### src/rtl/axil_led_bank_pkg.sv
// led_bank_pkg: shared constants and types for the axil_led_bank slave.
//   - register word indices (address bits [4:2])
//   - AXI response codes
//   - write/read FSM state enums
//   - INFO register field positions
package led_bank_pkg;

   localparam logic [2:0] REG_LED_DATA  = 3'd0;
   localparam logic [2:0] REG_LED_SET   = 3'd1;
   localparam logic [2:0] REG_LED_CLR   = 3'd2;
   localparam logic [2:0] REG_BLINK_EN  = 3'd3;
   localparam logic [2:0] REG_BLINK_DIV = 3'd4;
   localparam logic [2:0] REG_INFO      = 3'd5;

   localparam logic [1:0] RESP_OKAY   = 2'b00;
   localparam logic [1:0] RESP_SLVERR = 2'b10;

   localparam int INFO_PHASE_BIT = 31;
   localparam int INFO_DIV_LSB   = 8;
   localparam int INFO_NUM_LSB   = 0;

   typedef enum logic {W_IDLE, W_RESP} wr_state_t;
   typedef enum logic {R_IDLE, R_DATA} rd_state_t;

endpackage

### src/rtl/axil_led_bank_if.sv
// axil_led_bank_if: AXI4-Lite bus bundle for the LED bank slave.
//   ADDR_W / DATA_W : address and data widths
//   slave modport   : seen from the LED bank
//   master modport  : seen from the interconnect / testbench
interface axil_led_bank_if #(
   parameter int ADDR_W = 32,
   parameter int DATA_W = 32
);
   logic [ADDR_W-1:0]   awaddr;
   logic [2:0]          awprot;
   logic                awvalid;
   logic                awready;
   logic [DATA_W-1:0]   wdata;
   logic [DATA_W/8-1:0] wstrb;
   logic                wvalid;
   logic                wready;
   logic [1:0]          bresp;
   logic                bvalid;
   logic                bready;
   logic [ADDR_W-1:0]   araddr;
   logic [2:0]          arprot;
   logic                arvalid;
   logic                arready;
   logic [DATA_W-1:0]   rdata;
   logic [1:0]          rresp;
   logic                rvalid;
   logic                rready;

   modport slave (
      input  awaddr, awprot, awvalid, output awready,
      input  wdata, wstrb, wvalid,    output wready,
      output bresp, bvalid,           input  bready,
      input  araddr, arprot, arvalid, output arready,
      output rdata, rresp, rvalid,    input  rready
   );

   modport master (
      output awaddr, awprot, awvalid, input  awready,
      output wdata, wstrb, wvalid,    input  wready,
      input  bresp, bvalid,           output bready,
      output araddr, arprot, arvalid, input  arready,
      input  rdata, rresp, rvalid,    output rready
   );
endinterface

### src/rtl/axil_led_bank_prescaler.sv
// led_blink_prescaler: free-running blink divider.
//   i_clk, i_rst_n : clock, async active-low reset
//   i_div          : terminal count; phase period is 2*(i_div+1) cycles
//   i_div_load     : restart the count from 0 (phase kept)
//   i_en           : count enable
//   o_phase        : blink phase, toggles each time the count wraps
module led_blink_prescaler #(
   parameter int DIV_WIDTH = 24
) (
   input  logic                 i_clk,
   input  logic                 i_rst_n,
   input  logic [DIV_WIDTH-1:0] i_div,
   input  logic                 i_div_load,
   input  logic                 i_en,
   output logic                 o_phase
);
   logic [DIV_WIDTH-1:0] r_cnt;
   logic                 r_phase;

   // Wrap is by equality only; a divisor change always restarts the count,
   // so r_cnt can never sit above i_div and overflow.
   always_ff @(posedge i_clk or negedge i_rst_n) begin
      if (!i_rst_n) begin
         r_cnt   <= '0;
         r_phase <= 1'b0;
      end else if (i_div_load) begin
         r_cnt <= '0;
      end else if (i_en) begin
         if (r_cnt == i_div) begin
            r_cnt   <= '0;
            r_phase <= ~r_phase;
         end else begin
            r_cnt <= r_cnt + DIV_WIDTH'(1);
         end
      end
   end

   assign o_phase = r_phase;
endmodule

### src/rtl/axil_led_bank.sv
// axil_led_bank: AXI4-Lite slave driving NUM_LEDS outputs.
//   s_axi_aclk, s_axi_aresetn : clock, async active-low reset
//   s_axi                     : AXI4-Lite slave bus (axil_led_bank_if.slave)
//   led_out                   : registered LED drive
// Registers (addr[4:2]): LED_DATA, LED_SET, LED_CLR, BLINK_EN, BLINK_DIV,
// INFO; the two remaining words answer SLVERR.
module axil_led_bank
   import led_bank_pkg::*;
#(
   parameter int                  AXI_ADDR_WIDTH = 32,
   parameter int                  AXI_DATA_WIDTH = 32,
   parameter int                  NUM_LEDS       = 4,
   parameter int                  DIV_WIDTH      = 24,
   parameter logic [NUM_LEDS-1:0] LED_RESET      = '0
) (
   input  logic                s_axi_aclk,
   input  logic                s_axi_aresetn,
   axil_led_bank_if.slave      s_axi,
   output logic [NUM_LEDS-1:0] led_out
);
   localparam int SW = AXI_DATA_WIDTH / 8;

   logic                      r_rst_done;
   wr_state_t                 r_wr_state, w_wr_next;
   rd_state_t                 r_rd_state, w_rd_next;
   logic                      r_aw_held, r_w_held;
   logic [AXI_ADDR_WIDTH-1:0] r_awaddr;
   logic [AXI_DATA_WIDTH-1:0] r_wdata;
   logic [SW-1:0]             r_wstrb;
   logic [1:0]                r_bresp;
   logic [AXI_DATA_WIDTH-1:0] r_rdata;
   logic [1:0]                r_rresp;
   logic [NUM_LEDS-1:0]       r_led, r_blink_en, r_led_out;
   logic [DIV_WIDTH-1:0]      r_div;

   logic                      w_aw_hs, w_w_hs, w_ar_hs, w_commit, w_wr_ok;
   logic                      w_any_strb, w_div_load, w_phase;
   logic [AXI_ADDR_WIDTH-1:0] w_awaddr;
   logic [AXI_DATA_WIDTH-1:0] w_wdata, w_mask, w_wbits, w_rd_val;
   logic [SW-1:0]             w_wstrb;
   logic [2:0]                w_idx;
   logic [1:0]                w_rd_resp;
   logic                      w_unused;

   // Holds the readies low until the first edge after reset release.
   always_ff @(posedge s_axi_aclk or negedge s_axi_aresetn) begin
      if (!s_axi_aresetn) r_rst_done <= 1'b0;
      else                r_rst_done <= 1'b1;
   end

   assign w_aw_hs = s_axi.awvalid & s_axi.awready;
   assign w_w_hs  = s_axi.wvalid  & s_axi.wready;
   assign w_ar_hs = s_axi.arvalid & s_axi.arready;

   // Each channel comes either from its holding register or straight off the
   // bus when it handshakes on the commit edge.
   assign w_awaddr   = r_aw_held ? r_awaddr : s_axi.awaddr;
   assign w_wdata    = r_w_held  ? r_wdata  : s_axi.wdata;
   assign w_wstrb    = r_w_held  ? r_wstrb  : s_axi.wstrb;
   assign w_idx      = w_awaddr[4:2];
   assign w_commit   = (r_wr_state == W_IDLE) & (r_aw_held | w_aw_hs) & (r_w_held | w_w_hs);
   assign w_wr_ok    = (w_idx <= REG_BLINK_DIV);
   assign w_any_strb = |w_wstrb;
   assign w_div_load = w_commit & w_any_strb & (w_idx == REG_BLINK_DIV);

   always_comb begin
      w_mask = '0;
      for (int k = 0; k < SW; k++) w_mask[8*k +: 8] = {8{w_wstrb[k]}};
   end
   assign w_wbits = w_wdata & w_mask;

   // ---------------- write FSM ----------------
   always_ff @(posedge s_axi_aclk or negedge s_axi_aresetn) begin
      if (!s_axi_aresetn) r_wr_state <= W_IDLE;
      else                r_wr_state <= w_wr_next;
   end

   always_comb begin
      w_wr_next = r_wr_state;
      case (r_wr_state)
         W_IDLE:  if (w_commit)     w_wr_next = W_RESP;
         W_RESP:  if (s_axi.bready) w_wr_next = W_IDLE;
         default: w_wr_next = W_IDLE;
      endcase
   end

   always_comb begin
      s_axi.awready = 1'b0;
      s_axi.wready  = 1'b0;
      s_axi.bvalid  = 1'b0;
      case (r_wr_state)
         W_IDLE: begin
            s_axi.awready = r_rst_done & ~r_aw_held;
            s_axi.wready  = r_rst_done & ~r_w_held;
         end
         W_RESP:  s_axi.bvalid = 1'b1;
         default: ;
      endcase
   end
   assign s_axi.bresp = r_bresp;

   // Channel holding registers; flags are only cleared by the B handshake.
   always_ff @(posedge s_axi_aclk or negedge s_axi_aresetn) begin
      if (!s_axi_aresetn) begin
         r_aw_held <= 1'b0;
         r_w_held  <= 1'b0;
         r_awaddr  <= '0;
         r_wdata   <= '0;
         r_wstrb   <= '0;
         r_bresp   <= RESP_OKAY;
      end else begin
         if (r_wr_state == W_RESP && s_axi.bready) begin
            r_aw_held <= 1'b0;
            r_w_held  <= 1'b0;
         end else begin
            if (w_aw_hs) begin
               r_aw_held <= 1'b1;
               r_awaddr  <= s_axi.awaddr;
            end
            if (w_w_hs) begin
               r_w_held <= 1'b1;
               r_wdata  <= s_axi.wdata;
               r_wstrb  <= s_axi.wstrb;
            end
         end
         if (w_commit) r_bresp <= w_wr_ok ? RESP_OKAY : RESP_SLVERR;
      end
   end

   // ---------------- register file ----------------
   always_ff @(posedge s_axi_aclk or negedge s_axi_aresetn) begin
      if (!s_axi_aresetn) begin
         r_led      <= LED_RESET;
         r_blink_en <= '0;
         r_div      <= '1;
      end else if (w_commit && w_any_strb) begin
         case (w_idx)
            REG_LED_DATA:  r_led      <= (r_led & ~w_mask[NUM_LEDS-1:0]) | w_wbits[NUM_LEDS-1:0];
            REG_LED_SET:   r_led      <= r_led | w_wbits[NUM_LEDS-1:0];
            REG_LED_CLR:   r_led      <= r_led & ~w_wbits[NUM_LEDS-1:0];
            REG_BLINK_EN:  r_blink_en <= (r_blink_en & ~w_mask[NUM_LEDS-1:0]) | w_wbits[NUM_LEDS-1:0];
            REG_BLINK_DIV: r_div      <= (r_div & ~w_mask[DIV_WIDTH-1:0]) | w_wbits[DIV_WIDTH-1:0];
            default: ;
         endcase
      end
   end

   // ---------------- read FSM ----------------
   always_ff @(posedge s_axi_aclk or negedge s_axi_aresetn) begin
      if (!s_axi_aresetn) r_rd_state <= R_IDLE;
      else                r_rd_state <= w_rd_next;
   end

   always_comb begin
      w_rd_next = r_rd_state;
      case (r_rd_state)
         R_IDLE:  if (w_ar_hs)      w_rd_next = R_DATA;
         R_DATA:  if (s_axi.rready) w_rd_next = R_IDLE;
         default: w_rd_next = R_IDLE;
      endcase
   end

   always_comb begin
      s_axi.arready = 1'b0;
      s_axi.rvalid  = 1'b0;
      case (r_rd_state)
         R_IDLE:  s_axi.arready = r_rst_done;
         R_DATA:  s_axi.rvalid  = 1'b1;
         default: ;
      endcase
   end
   assign s_axi.rdata = r_rdata;
   assign s_axi.rresp = r_rresp;

   // Decoded from pre-edge state, so a same-edge write is not visible.
   always_comb begin
      w_rd_val  = '0;
      w_rd_resp = RESP_OKAY;
      case (s_axi.araddr[4:2])
         REG_LED_DATA:              w_rd_val[NUM_LEDS-1:0]  = r_led;
         REG_LED_SET, REG_LED_CLR:  ;
         REG_BLINK_EN:              w_rd_val[NUM_LEDS-1:0]  = r_blink_en;
         REG_BLINK_DIV:             w_rd_val[DIV_WIDTH-1:0] = r_div;
         REG_INFO: begin
            w_rd_val[INFO_PHASE_BIT]      = w_phase;
            w_rd_val[INFO_DIV_LSB +: 8]   = 8'(DIV_WIDTH);
            w_rd_val[INFO_NUM_LSB +: 8]   = 8'(NUM_LEDS);
         end
         default:                   w_rd_resp = RESP_SLVERR;
      endcase
   end

   always_ff @(posedge s_axi_aclk or negedge s_axi_aresetn) begin
      if (!s_axi_aresetn) begin
         r_rdata <= '0;
         r_rresp <= RESP_OKAY;
      end else if (w_ar_hs) begin
         r_rdata <= w_rd_val;
         r_rresp <= w_rd_resp;
      end
   end

   // ---------------- blink + LED drive ----------------
   led_blink_prescaler #(.DIV_WIDTH(DIV_WIDTH)) u_prescaler (
      .i_clk      (s_axi_aclk),
      .i_rst_n    (s_axi_aresetn),
      .i_div      (r_div),
      .i_div_load (w_div_load),
      .i_en       (1'b1),
      .o_phase    (w_phase)
   );

   always_ff @(posedge s_axi_aclk or negedge s_axi_aresetn) begin
      if (!s_axi_aresetn) r_led_out <= '0;
      else                r_led_out <= r_led & (~r_blink_en | {NUM_LEDS{w_phase}});
   end
   assign led_out = r_led_out;

   // Protection bits and undecoded address/data bits are deliberately ignored.
   assign w_unused = ^{s_axi.awprot, s_axi.arprot, s_axi.araddr, w_awaddr, w_wbits};
endmodule

### src/flat_wrapper.sv
// flat-port wrapper written by rule: the top's interface ports become plain ports
module axil_led_bank_flat import led_bank_pkg::*;
#(
   parameter int                  AXI_ADDR_WIDTH = 32,
   parameter int                  AXI_DATA_WIDTH = 32,
   parameter int                  NUM_LEDS       = 4,
   parameter int                  DIV_WIDTH      = 24,
   parameter logic [NUM_LEDS-1:0] LED_RESET      = '0
)
  (s_axi_aclk, s_axi_aresetn, led_out, s_axi_awaddr, s_axi_awprot, s_axi_awvalid, s_axi_awready, s_axi_wdata, s_axi_wstrb, s_axi_wvalid, s_axi_wready, s_axi_bresp, s_axi_bvalid, s_axi_bready, s_axi_araddr, s_axi_arprot, s_axi_arvalid, s_axi_arready, s_axi_rdata, s_axi_rresp, s_axi_rvalid, s_axi_rready);
  axil_led_bank_if #(.ADDR_W(32), .DATA_W(32)) s_axi_i ();
  input  logic s_axi_aclk;
  input  logic s_axi_aresetn;
  output logic [NUM_LEDS-1:0] led_out;
  input wire logic [$bits(s_axi_i.awaddr)-1:0] s_axi_awaddr;
  input wire logic [$bits(s_axi_i.awprot)-1:0] s_axi_awprot;
  input wire logic [$bits(s_axi_i.awvalid)-1:0] s_axi_awvalid;
  output wire logic [$bits(s_axi_i.awready)-1:0] s_axi_awready;
  input wire logic [$bits(s_axi_i.wdata)-1:0] s_axi_wdata;
  input wire logic [$bits(s_axi_i.wstrb)-1:0] s_axi_wstrb;
  input wire logic [$bits(s_axi_i.wvalid)-1:0] s_axi_wvalid;
  output wire logic [$bits(s_axi_i.wready)-1:0] s_axi_wready;
  output wire logic [$bits(s_axi_i.bresp)-1:0] s_axi_bresp;
  output wire logic [$bits(s_axi_i.bvalid)-1:0] s_axi_bvalid;
  input wire logic [$bits(s_axi_i.bready)-1:0] s_axi_bready;
  input wire logic [$bits(s_axi_i.araddr)-1:0] s_axi_araddr;
  input wire logic [$bits(s_axi_i.arprot)-1:0] s_axi_arprot;
  input wire logic [$bits(s_axi_i.arvalid)-1:0] s_axi_arvalid;
  output wire logic [$bits(s_axi_i.arready)-1:0] s_axi_arready;
  output wire logic [$bits(s_axi_i.rdata)-1:0] s_axi_rdata;
  output wire logic [$bits(s_axi_i.rresp)-1:0] s_axi_rresp;
  output wire logic [$bits(s_axi_i.rvalid)-1:0] s_axi_rvalid;
  input wire logic [$bits(s_axi_i.rready)-1:0] s_axi_rready;
  assign s_axi_i.awaddr = s_axi_awaddr;
  assign s_axi_i.awprot = s_axi_awprot;
  assign s_axi_i.awvalid = s_axi_awvalid;
  assign s_axi_awready = s_axi_i.awready;
  assign s_axi_i.wdata = s_axi_wdata;
  assign s_axi_i.wstrb = s_axi_wstrb;
  assign s_axi_i.wvalid = s_axi_wvalid;
  assign s_axi_wready = s_axi_i.wready;
  assign s_axi_bresp = s_axi_i.bresp;
  assign s_axi_bvalid = s_axi_i.bvalid;
  assign s_axi_i.bready = s_axi_bready;
  assign s_axi_i.araddr = s_axi_araddr;
  assign s_axi_i.arprot = s_axi_arprot;
  assign s_axi_i.arvalid = s_axi_arvalid;
  assign s_axi_arready = s_axi_i.arready;
  assign s_axi_rdata = s_axi_i.rdata;
  assign s_axi_rresp = s_axi_i.rresp;
  assign s_axi_rvalid = s_axi_i.rvalid;
  assign s_axi_i.rready = s_axi_rready;
  axil_led_bank #(.AXI_ADDR_WIDTH(AXI_ADDR_WIDTH), .AXI_DATA_WIDTH(AXI_DATA_WIDTH), .NUM_LEDS(NUM_LEDS), .DIV_WIDTH(DIV_WIDTH), .LED_RESET(LED_RESET)) u_core (.s_axi_aclk(s_axi_aclk), .s_axi_aresetn(s_axi_aresetn), .s_axi(s_axi_i), .led_out(led_out));
endmodule
### config.mk
export PLATFORM = sky130hd
export DESIGN_NAME = axil_led_bank_flat
export DESIGN_NICKNAME = d
export VERILOG_FILES = /design/src/rtl/axil_led_bank_pkg.sv /design/src/rtl/axil_led_bank_if.sv /design/src/rtl/axil_led_bank_prescaler.sv /design/src/rtl/axil_led_bank.sv /design/src/flat_wrapper.sv
export SDC_FILE = /design/constraint.sdc
export NUM_CORES = 1
export LEC_CHECK = 0
export BUFFER_PORTS_ARGS = -buffer_cell sky130_fd_sc_hd__buf_4
export CORE_MARGIN = 2
export CORE_UTILIZATION = 40
export DETAILED_ROUTE_END_ITERATION = 12
export GPL_TIMING_DRIVEN = 0
export PLACE_DENSITY_LB_ADDON = 0.08
export SYNTH_ARGS = -nofsm -noshare
export SYNTH_HDL_FRONTEND = slang
export SYNTH_SLANG_ARGS = --single-unit
### constraint.sdc
create_clock -name s_axi_aclk -period 1.9 [get_ports s_axi_aclk]
set_clock_uncertainty 0.1 [all_clocks]
set_input_delay 0.095 -clock s_axi_aclk [delete_from_list [all_inputs] [get_ports s_axi_aclk]]
set_output_delay 0.095 -clock s_axi_aclk [all_outputs]
set_load 0.02 [all_outputs]
; Word-level counts from Yosys, hierarchy flattened
; Cells that the tools add are included.
; W data, S select, Z words.
[totals]
ff_bits = 128
word_cells = 104
output_inout_bits = 45
inputBits = 113
[op_classes]
n_reduce_logical = 15
muxes = 27
n_lt_le_gt_ge = 1
add_sub_neg = 1
n_bitwise = 33
n_eq_ne = 10
[ops]
columns = op, count
row1 = $mux W24, 3
row2 = $and A24 B24 Y24, 2
row3 = $add A24 B1 Y24 const B, 1
row4 = $eq A24 B24 Y1, 1
row5 = $not A24 Y24, 1
row6 = $or A24 B24 Y24, 1
row7 = $pmux W12 S2, 1
row8 = $and A4 B4 Y4, 4
row9 = $or A4 B4 Y4, 4
row10 = $pmux W4 S4, 1
row11 = $mux W1, 14
row12 = $eq A3 B2 Y1 const B, 4
row13 = $not A4 Y4, 3
row14 = $pmux W4 S3, 1
row15 = $reduce_and A2 Y1, 6
row16 = $and A1 B1 Y1, 9
row17 = $eq A3 B3 Y1 const B, 3
row18 = $mux W8, 1
row19 = $not A1 Y1, 7
row20 = $eq A3 B1 Y1 const B, 2
row21 = $logic_not A3 Y1, 2
row22 = $reduce_or A6 Y1, 1
row23 = $mux W5, 1
row24 = $mux W2, 2
row25 = 8 further kinds, 12

; Longest topological paths before layout
; Gate-level depths: netlist of the first run.
[depth]
word_depth = 11
ltp_mapped = 7
ltp_nobuf = 6

; Hierarchy
; A second synthesis of the first run with hierarchy kept.
[unflattened]
cells_unflattened = 525
hier_area_um2 = 6053.3
[by_module_without_submodules]
columns = module, instances, seq_area_each_um2, area_per_inst_um2, cells_per_inst
row1 = axil_led_bank, 1, 2507.4, 4399.2, 339
row2 = led_blink_prescaler, 1, 625.6, 1654.1, 186

; Least setup slack after synthesis of the first run
; No wires, ideal clock.
[synth_path]
path_type = reg2reg
start = register u_core.r_wr_state
end = register u_core.r_wdata[19]
path_slack_ns = -0.257
synth_period_minus_slack_ns = 2.157
t_required_ns = 1.675
setup_ns = 0.125
n_path_buf = 2
path_stages_with_launch = 7
arrival_time_ns = 1.932
path_cell_list = dfrtp_1 nand2b_1 nor2_1 and2_1 buf_2 buf_2 mux2_2
[synth_via]
elab_chain_cells = 3
elab_cells_between_ends = 5
classes_between = 1 x mux / 2 x bitwise / 2 x reduce/logical
[synth_rtl]
columns = item, line_no
row1 = from (decl), axil_led_bank.sv:24  ; wr_state_t r_wr_state, w_wr_next;
row2 = from (signal assigned), axil_led_bank.sv:75  ; else r_wr_state <= w_wr_next;
row3 = $mux W1, axil_led_bank.sv:91  ; case (r_wr_state)
row4 = named net s_axi_wready, flat_wrapper.sv:22  ; output wire logic [$bits(s_axi_i.wready)-1:0] s_axi_wready;
row5 = $and A1 B1 Y1, axil_led_bank.sv:52  ; assign w_w_hs = s_axi.wvalid & s_axi.wready;
row6 = $reduce_and A2 Y1 (no source line), -
row7 = to (signal assigned), axil_led_bank.sv:122  ; r_wdata <= s_axi.wdata;
row8 = to (decl), axil_led_bank.sv:28  ; logic [AXI_DATA_WIDTH-1:0] r_wdata;
; The timed path passes the listed nets, and every way through them passes these cells.
; A chain may end at the register's enable or synchronous reset.

==> impl_metrics.csv, run 1 <==
group,metric,value,unit
status,status,"finished with violations",
status,violations,"setup timing",
worst_setup_path,arrival,2160,ps
pwr,p_leak,3.66,nW
yosys,syn_inst,497,
sta,fin_crit,1920,ps
detailed_routing,drc_errors,0,
floorplanning,fp-row-count,43,
yosys,ys_seq_elements,124,
worst_setup_path,crit_type,"reg2reg",
yosys,synth_top_family_by_area,"multiplexers",
clocking,clk_transition_reported_paths,50,ps
floorplanning,ios,158,
worst_setup_path,rr_startpoint,"u_core.r_rst_done",
grt,grt_use_total,19.4,%
pwr,cellPowerDensity,1410,nW/um^2
yosys,synth_simple_gate_area_share,11.5,%
floorplanning,die_height,123,um
detailed_routing,wl_per_cell,16.4,um
clocking,cts_buffers,17,
place,dp_hpwl,9720,um
clocking,cts_tree,"built",
pwr,p_int,7.55,mW
clocking,root_buffer,"clkbuf_16",
sta,rsz0062_at_grt,"yes",
place,routabilityCongestion,0.805,
sta,fmax,520,MHz
worst_setup_path,cp-end-kind,"flip-flop",
final_layout,regArea,3140,um^2
worst_setup_path,cp_data_required_time,2130,ps
final_layout,final_common_cell,"dfrtp_1",
clocking,htree_levels,4,
floorplanning,start_util,41.0,%
yosys,syn_area,5710,um^2
place,placed_cell_area,6580,um^2
yosys,synth_edf_count,0,
pwr,p_sw,3.65,mW
grt,grt_first_pass_wirelength,22200,um
yosys,synth_compound_area_share,9.27,%
detailed_routing,drtAntennaViolNets,0,
worst_setup_path,worstSetupStartpointType,"flip-flop",
yosys,synth-xor-area-share,7.21,%
detailed_routing,wirelength,13800,um
yosys,ys_seq_area_share,54.9,%
pwr,ir_drop,0.000989,V
pwr,clkPwrFrac,28.7,%
grt,grt_antenna_before_repair,0,
clocking,worstSkewPairLatency,410,ps
final_layout,drive_gt1_share,38.5,%
job,cap_violations,0,
place,portBuffers,75,
yosys,syn_area_per_cell,11.5,um^2
sta,fin_ws,-23.8,ps
sta,min_period_over_period,101,%
grt,gr-total-overflow,0,
grt,grt_pass1_vias,4285,
worst_setup_path,critPathLaunch,"u_core.r_rst_done",
final_layout,postLayoutCoreUtil,57.1,%
floorplanning,die_w,123,um
final_layout,syn2layout_area_growth,39.3,%
detailed_routing,viasPerCell,5.01,
worst_setup_path,cp_max_fo,5,
yosys,synth_fa_ha_area_share,0.219,%
final_layout,multi_input_area,2660,um^2
final_layout,post-route-cell-area,7950,um^2
sta,setup_viol,4,
final_layout,most-common-layout-cells,"96 x dfrtp_1, 94 x buf_4, 51 x nor2_1",
yosys,async_flop_share,100,%
final_layout,num_antenna_cells,0,
clocking,ctsLongestPathBuffers,2,
clocking,clkSinkCount,124,
floorplanning,dieArea,15200,um^2
pwr,sw_frac_of_total,32.6,%
yosys,synth_cell_types,42,
sta,hold_viol,0,
hold_path,min_path_type,"in2async",
pwr,p_comb_share,30.0,%
sta,whs,84.6,ps
pwr,seqPwrFrac,41.4,%
grt,grt_max_degree,83,
detailed_routing,drt_iter0_markers,292,
yosys,synthMuxAreaShare,13.5,%
detailed_routing,vias,4232,
floorplanning,coreArea,13900,um^2
yosys,ys.flop_type,"dfrtp_1",
detailed_routing,first_pass_iters,4,
final_layout,num-fill-cells,1195,
yosys,yosysWarnings,0,
sta,slew_viol_final,0,
final_layout,nets,766,
-- routing by layer --
layer / GRT usage [%] / wire length [um] / vias to the layer above
li1: - / - / 2042
met1: 26.9 / 6500 / 2084
met2: 29.1 / 6500 / 92
met3: 5.12 / 630 / 14
met4: 7.53 / 201 / 0
met5: 0 / 0 / -
-- cell families after synthesis --
family	after synthesis
buffers and inverters	36
muxes	71
adders and majority gates	1
xor gates and xnor gates	47
other	2
AOI/OAI and AO/OA	79
and+or+nand+nor	137
DFF	124
-- worst paths after layout --
check	endpoint	cells past startpoint	slack, ps
worst max-delay path	flip-flop	5	-20
worst min-delay path	u_core.s_axi.rresp[1]	2	80
worst max register to register	flip-flop	5	-20
worst min register to register	u_core.s_axi.rdata[31]	2	390
max in group asynchronous	async pin	3	850
min in group s_axi_aclk	u_core.s_axi.rdata[31]	4	190
-- worst max-delay path, stage by stage, from the launching register on --
cell and delay [ps]:
dfrtp_2 420, a21oi_2 80, or4_4 600, nor2_4 190
buf_6 140, mux2_2 330
-- power groups by stage --
stage / registers [mW] / logic, mW / clock network, mW
6_report: 4.64 / 3.36 / 3.21
3_3_place_gp: 4.59 / 2.84 / 0
3_5_place_dp: 4.63 / 2.91 / 0
2_1_floorplan: 4.43 / 1.99 / 0
4_1_cts: 4.62 / 3.18 / 3.29
5_1_grt: 4.76 / 3.68 / 3.40
-- layout make-up --
type                            count  area share, %
Sequential cell                   124           39.5
Multi-Input combinational cell    345           33.4
Timing Repair Buffer              131           14.1
Clock buffer                       26           6.40
Tap cell                          180           2.83
Buffer                             26           2.42
Clock inverter                      6           1.04
Inverter                            7          0.330
-- synthesized netlist by cell type (3+ instances only) --
| cell type | number | area [um^2] |
|---|---|---|
| a21boi_0 | 4 | 30.0 |
| a21oi_1 | 25 | 125 |
| a22o_1 | 22 | 193 |
| a22oi_1 | 4 | 30.0 |
| and2_1 | 4 | 25.0 |
| and4_1 | 3 | 26.3 |
| buf_2 | 7 | 35.0 |
| buf_4 | 12 | 90.1 |
| clkbuf_1 | 9 | 33.8 |
| dfrtp_1 | 100 | 2500 |
| dfstp_2 | 24 | 631 |
| inv_1 | 7 | 26.3 |
| mux2_2 | 47 | 529 |
| mux2i_1 | 24 | 240 |
| nand2_1 | 21 | 78.8 |
| nand3_1 | 9 | 45.0 |
| nand4_1 | 8 | 50.1 |
| nor2_1 | 62 | 233 |
| nor2b_1 | 3 | 18.8 |
| nor3_1 | 8 | 40.0 |
| nor4_1 | 8 | 50.1 |
| o21ai_0 | 18 | 90.1 |
| xnor2_1 | 11 | 96.3 |
| xor2_1 | 36 | 315 |
-- metrics by stage --
stage / TNS [ps] / worst slack (ps) / total power [mW] / cells
after CTS: -312 / -41.2 / 11.1 / 840
after global placement: -21450 / -517 / 7.43 / 760
after floorplan: 0 / 2.06 / 6.43 / 505
final: -66.3 / -23.8 / 11.2 / 845
after global routing: -1980 / -89.6 / 11.8 / 845
after detailed placement: -20710 / -489 / 7.53 / 761
-- timing repair --
action / 4_1_cts / 5_1_grt
setup buffers: 11 / 4
endpoints found under the hold margin: 159 / 0
endpoints found under the setup margin: 84 / 77
gates cloned: 0 / 2
resized for setup: 31 / 46
hold buffers: 38 / 0
pin swaps: 8 / 10
Power figures use the tool's default switching activity.
==> run 2: changes to the inputs <==
--- a/constraint.sdc
+++ b/constraint.sdc
@@ -4,2 +4,2 @@
 set_output_delay 0.095 -clock s_axi_aclk [all_outputs]
-set_load 0.02 [all_outputs]
+set_load 0.01 [all_outputs]
==> impl_metrics.csv, run 2 (synthesis gave the netlist of run 1 again) <==
group,metric,value,unit
sta,fin_crit,1930,ps
sta,rsz0062_at_grt,"yes",
final_layout,most-common-layout-cells,"96 x buf_4, 95 x dfrtp_1, 44 x mux2_2",
worst_setup_path,crit_slowest_cell,"dfstp_2",
sta,hold_viol,0,
final_layout,drive_gt1_share,45.3,%
floorplanning,coreArea,13900,um^2
worst_setup_path,path_cells,"xor2_1 > nor4_1 > nand4_1 > o21bai_4 > buf_6 > nor2_2",
place,placed_cell_area,6570,um^2
place,dp_cells,761,
final_layout,nets,770,
job,cap_violations,0,
hold_path,min_path_type,"in2reg",
grt,grt_max_degree,81,
grt,gr-total-overflow,0,
worst_setup_path,critPathMaxStageDelay,600,ps
detailed_routing,vias,4320,
floorplanning,die_w,123,um
final_layout,num-fill-cells,1174,
worst_setup_path,crit_type,"reg2reg",
sta,setup_viol,24,
place,portBuffers,75,
final_layout,num_antenna_cells,0,
floorplanning,fp-row-count,43,
place,preCtsSetupSlack,-525,ps
detailed_routing,drt_iter0_markers,236,
grt,grt_first_pass_wirelength,22800,um
clocking,htree_levels,4,
pwr,cellPowerDensity,1420,nW/um^2
floorplanning,start_util,41.0,%
sta,min_period_over_period,101,%
worst_setup_path,crit_buf_inv,1,
worst_setup_path,rrSetupSlack,-30,ps
floorplanning,ios,158,
place,dp_hpwl,9660,um
final_layout,instances_no_fill,849,
worst_setup_path,arrival,2120,ps
worst_setup_path,path_delay_family,"flip-flops",
worst_setup_path,cp_max_fo,6,
clocking,clk_transition_reported_paths,60,ps
floorplanning,die_height,123,um
pwr,power,11.6,mW
pwr,p_leak,3.66,nW
clocking,clkSinkCount,124,
grt,grt_pass1_vias,4387,
grt,grt_antenna_before_repair,0,
sta,worst_pin_slew,511,ps
sta,fmax,519,MHz
final_layout,syn2layout_area_growth,42.8,%
detailed_routing,drtAntennaViolNets,0,
detailed_routing,wl_per_cell,16.8,um
status,status,"finished with violations",
worst_setup_path,cp_data_required_time,2090,ps
detailed_routing,viasPerCell,5.09,
final_layout,final_common_cell,"buf_4",
detailed_routing,first_pass_iters,5,
final_layout,post-route-cell-area,8150,um^2
clocking,ctsLongestPathBuffers,2,
clocking,cts_tree,"built",
detailed_routing,wirelength,14200,um
worst_setup_path,cp-end-kind,"flip-flop",
worst_setup_path,worstSetupStartpointType,"flip-flop",
place,routabilityCongestion,0.824,
sta,fin_ws,-26.6,ps
pwr,ir_drop,0.000809,V
clocking,cts_buffers,17,
detailed_routing,drc_errors,0,
clocking,worstSkewPairLatency,410,ps
sta,slew_viol_final,0,
floorplanning,dieArea,15200,um^2
sta,maxSlewHeadroom,65.0,%
grt,grt_use_total,19.9,%
clocking,root_buffer,"clkbuf_16",
status,violations,"setup timing",
## run 2: cell count changes in the layout (fill, tap and decap cells not counted), sizes merged
cell	change
clkbuf	-5
buf	+4
bufinv	+2
clkinvlp	+2
clkinv	+1
## run 2: routing by layer
layer,wire (um),global-route usage (%),vias up,part of all wire (%)
met5,0,0,-,0
met4,129,6.46,0,0.91
met3,641,5.26,10,4.5
met2,6860,30.2,100,48
met1,6610,27.7,2161,46
li1,-,-,2049,-
## run 2: report_power, final
part | switching (mW) | internal (mW)
clock | 1.14 | 2.26
sequential | 0.908 | 3.74
combinational | 1.65 | 1.88
## run 2: worst paths after layout
path / cells past startpoint / end / startpoint
setup / recovery: 6 / u_core.u_prescaler.r_cnt[7] / flip-flop
hold / removal: 3 / u_core.r_awaddr[2] / s_axi_awvalid
setup reg to reg: 6 / u_core.u_prescaler.r_cnt[7] / flip-flop
hold reg to reg: 2 / u_core.s_axi.rresp[1] / u_core.s_axi.rresp[1]
max in group asynchronous: 3 / async pin / s_axi_aresetn
min in group asynchronous: 2 / u_core.s_axi.rdata[3] / s_axi_aresetn
## run 2: timing repair
action / CTS / global route
pin swaps: 27 / 14
endpoints found under the setup margin: 84 / 87
gates cloned: 2 / 2
gates resized for setup: 45 / 87
hold endpoints to repair: 163 / 1
hold buffers: 37 / 1
setup buffers: 16 / 1
## run 2: worst min-delay path, cell delays in order
cell	delay, ps
buf_4	90
and2_1	200
mux2_2	170
## run 2: per-stage QoR
| stage | hold WS, ps | TNS, ps | utilization [%] |
|---|---|---|---|
| 2_1_floorplan | -301 | 0 | - |
| 3_3_place_gp | 181 | -22390 | 46.9 |
| 3_5_place_dp | -50.7 | -22140 | 47.1 |
| 4_1_cts | -162 | -363 | 56.5 |
| 5_1_grt | 93.1 | -2910 | 58.5 |
| 6_report | 82.8 | -348 | 58.5 |
## run 2: cell type report
type                       instances  area [um^2]  area share (%)
buffer                            26          188            2.30
clock buffer                      21          460            5.65
clock inverter                    11          166            2.04
inverter                           7         26.3           0.322
multi-input combinational        345         2780            34.1
sequential                       124         3140            38.5
tap                              180          225            2.76
timing repair buffer             135         1160            14.3
==> run 3: changes to the inputs <==
Settings changed: GPL_TIMING_DRIVEN 0 to 1, RECOVER_POWER from default to 50.
==> impl_metrics.csv, run 3 (synthesis gave the netlist of run 1 again) <==
group,metric,value,unit
final_layout,syn2layout_area_growth,45.6,%
clocking,worstSkewPairLatency,410,ps
sta,hold_viol,0,
detailed_routing,wirelength,15000,um
final_layout,final_common_cell,"buf_4",
hold_path,hold_path_startpoint,"s_axi_araddr[4]",
place,dp_hpwl,10300,um
sta,setup_viol,40,
grt,gr-total-overflow,0,
grt,grt_pass1_vias,4395,
worst_setup_path,cp-end-kind,"flip-flop",
sta,slew_viol_final,0,
floorplanning,dieArea,15200,um^2
grt,grt_max_degree,39,
grt,use_met2,30.3,%
floorplanning,start_util,41.0,%
clocking,ctsLongestPathBuffers,2,
place,routabilityCongestion,0.891,
worst_setup_path,critPathMaxStageDelay,540,ps
sta,min_period_over_period,104,%
sta,setup_tns,-2160,ps
job,cap_violations,0,
final_layout,post-route-cell-area,8320,um^2
floorplanning,die_height,123,um
final_layout,postLayoutCoreUtil,59.7,%
final_layout,drive_gt1_share,42.1,%
detailed_routing,wl_per_cell,17.0,um
grt,grt_first_pass_wirelength,23300,um
place,portBuffers,76,
floorplanning,die_w,123,um
worst_setup_path,path_cells,"xor2_1 > nor4_1 > buf_4 > nand4_1 > o21bai_4 > buf_12 > nor2_2",
pwr,ir_drop,0.000784,V
worst_setup_path,path_delay_family,"simple AND/OR/NAND/NOR gates",
floorplanning,ios,158,
worst_setup_path,reg2regPathDepth,7,
clocking,htree_levels,4,
detailed_routing,vias,4426,
clocking,clkSinkCount,124,
sta,fin_ws,-75.7,ps
detailed_routing,viasPerCell,5.01,
place,placed_cell_area,6950,um^2
detailed_routing,drc_errors,0,
detailed_routing,drtAntennaViolNets,0,
sta,fmax,506,MHz
clocking,root_buffer,"clkbuf_16",
worst_setup_path,crit_slowest_cell,"dfstp_2",
hold_path,min_path_type,"in2reg",
final_layout,most-common-layout-cells,"121 x buf_4, 99 x dfrtp_1, 43 x mux2_2",
hold_path,min_path_cells,4,
detailed_routing,first_pass_iters,4,
final_layout,num-fill-cells,1161,
worst_setup_path,cp_max_fo,8,
sta,worst_pin_slew,764,ps
status,status,"finished with violations",
clocking,clk_transition_reported_paths,60,ps
worst_setup_path,worstSetupStartpointType,"flip-flop",
worst_setup_path,arrival,2180,ps
clocking,cts_tree,"built",
floorplanning,coreArea,13900,um^2
worst_setup_path,crit_type,"reg2reg",
sta,rsz0062_at_grt,"yes",
status,violations,"setup timing",
detailed_routing,drt_iter0_markers,218,
sta,maxSlewHeadroom,49.1,%
worst_setup_path,cp_data_required_time,2100,ps
worst_setup_path,reg2reg_to,"u_core.u_prescaler.r_cnt[20]",
pwr,cellPowerDensity,1420,nW/um^2
grt,grt_use_total,20.4,%
grt,grt_use_met1,29.7,%
final_layout,nets,804,
floorplanning,fp-row-count,43,
clocking,cts_buffers,17,
grt,use_met3,3.87,%
worst_setup_path,rrSetupSlack,-80,ps
hold_path,min_to,"u_core.s_axi.rdata[31]",
final_layout,num_antenna_cells,0,
pwr,p_leak,3.78,nW
grt,grt-busiest-layer,"met2",
grt,grt_antenna_before_repair,0,
sta,fin_crit,1980,ps
worst_setup_path,crit_buf_inv,2,
run 3: timing repair:
| action | CTS | global route |
|---|---|---|
| pin swaps | 8 | 12 |
| hold buffers | 39 | 1 |
| buffers inserted | 1 | 7 |
| endpoints found under the hold margin | 134 | 1 |
| setup endpoints to repair | 44 | 64 |
| cloned | 0 | 3 |
| gates resized for setup | 24 | 73 |
run 3: where the power goes:
group	internal, mW	switching [mW]
registers	3.73	0.693
logic	2.16	1.89
clock network	2.16	1.18
total	8.05	3.76
run 3: tightest hold or removal path, stage by stage:
cell,delay [ps]
buf_4,150
nor2b_1,160
nand3_1,80
o21ai_0,60
run 3: final cells by class:
class | instances | area (um^2) | share of cell area, %
clock buffers | 21 | 470 | 5.66
clock inverters | 11 | 141 | 1.70
inverters | 7 | 26.3 | 0.316
multi-input cells | 345 | 2740 | 33.0
flip-flops and latches | 124 | 3130 | 37.7
well taps | 180 | 225 | 2.71
repair buffers | 195 | 1580 | 19.0
run 3: through the flow:
step | cells | hold slack (ps) | power [mW] | setup WS (ps)
6_report | 883 | 77.7 | 11.8 | -75.7
5_1_grt | 883 | 99.3 | 12.5 | -127
4_1_cts | 873 | 66.3 | 11.5 | -47.3
3_5_place_dp | 802 | -42.6 | 7.93 | -158
3_3_place_gp | 802 | -46.9 | 7.84 | -86.3
2_1_floorplan | 505 | -301 | 6.30 | 19.5
run 3: worst max-delay path by stage:
stage | startpoint | endpoint | cells past startpoint
after floorplan | u_core.r_wstrb[2] | u_core.u_prescaler.r_cnt[7] | 6
after global placement | u_core.r_w_held | u_core.u_prescaler.r_cnt[17] | 7
after detailed placement | u_core.r_w_held | u_core.u_prescaler.r_cnt[20] | 7
after CTS | flip-flop | u_core.u_prescaler.o_phase | 7
after global routing | u_core.r_aw_held | flip-flop | 8
final | flip-flop | u_core.u_prescaler.r_cnt[20] | 7
run 3: routing by layer:
metal / vias to the layer above / routed length (um)
met5: - / 0
met4: 0 / 264
met3: 18 / 460
met2: 90 / 7090
met1: 2197 / 7200
li1: 2121 / -
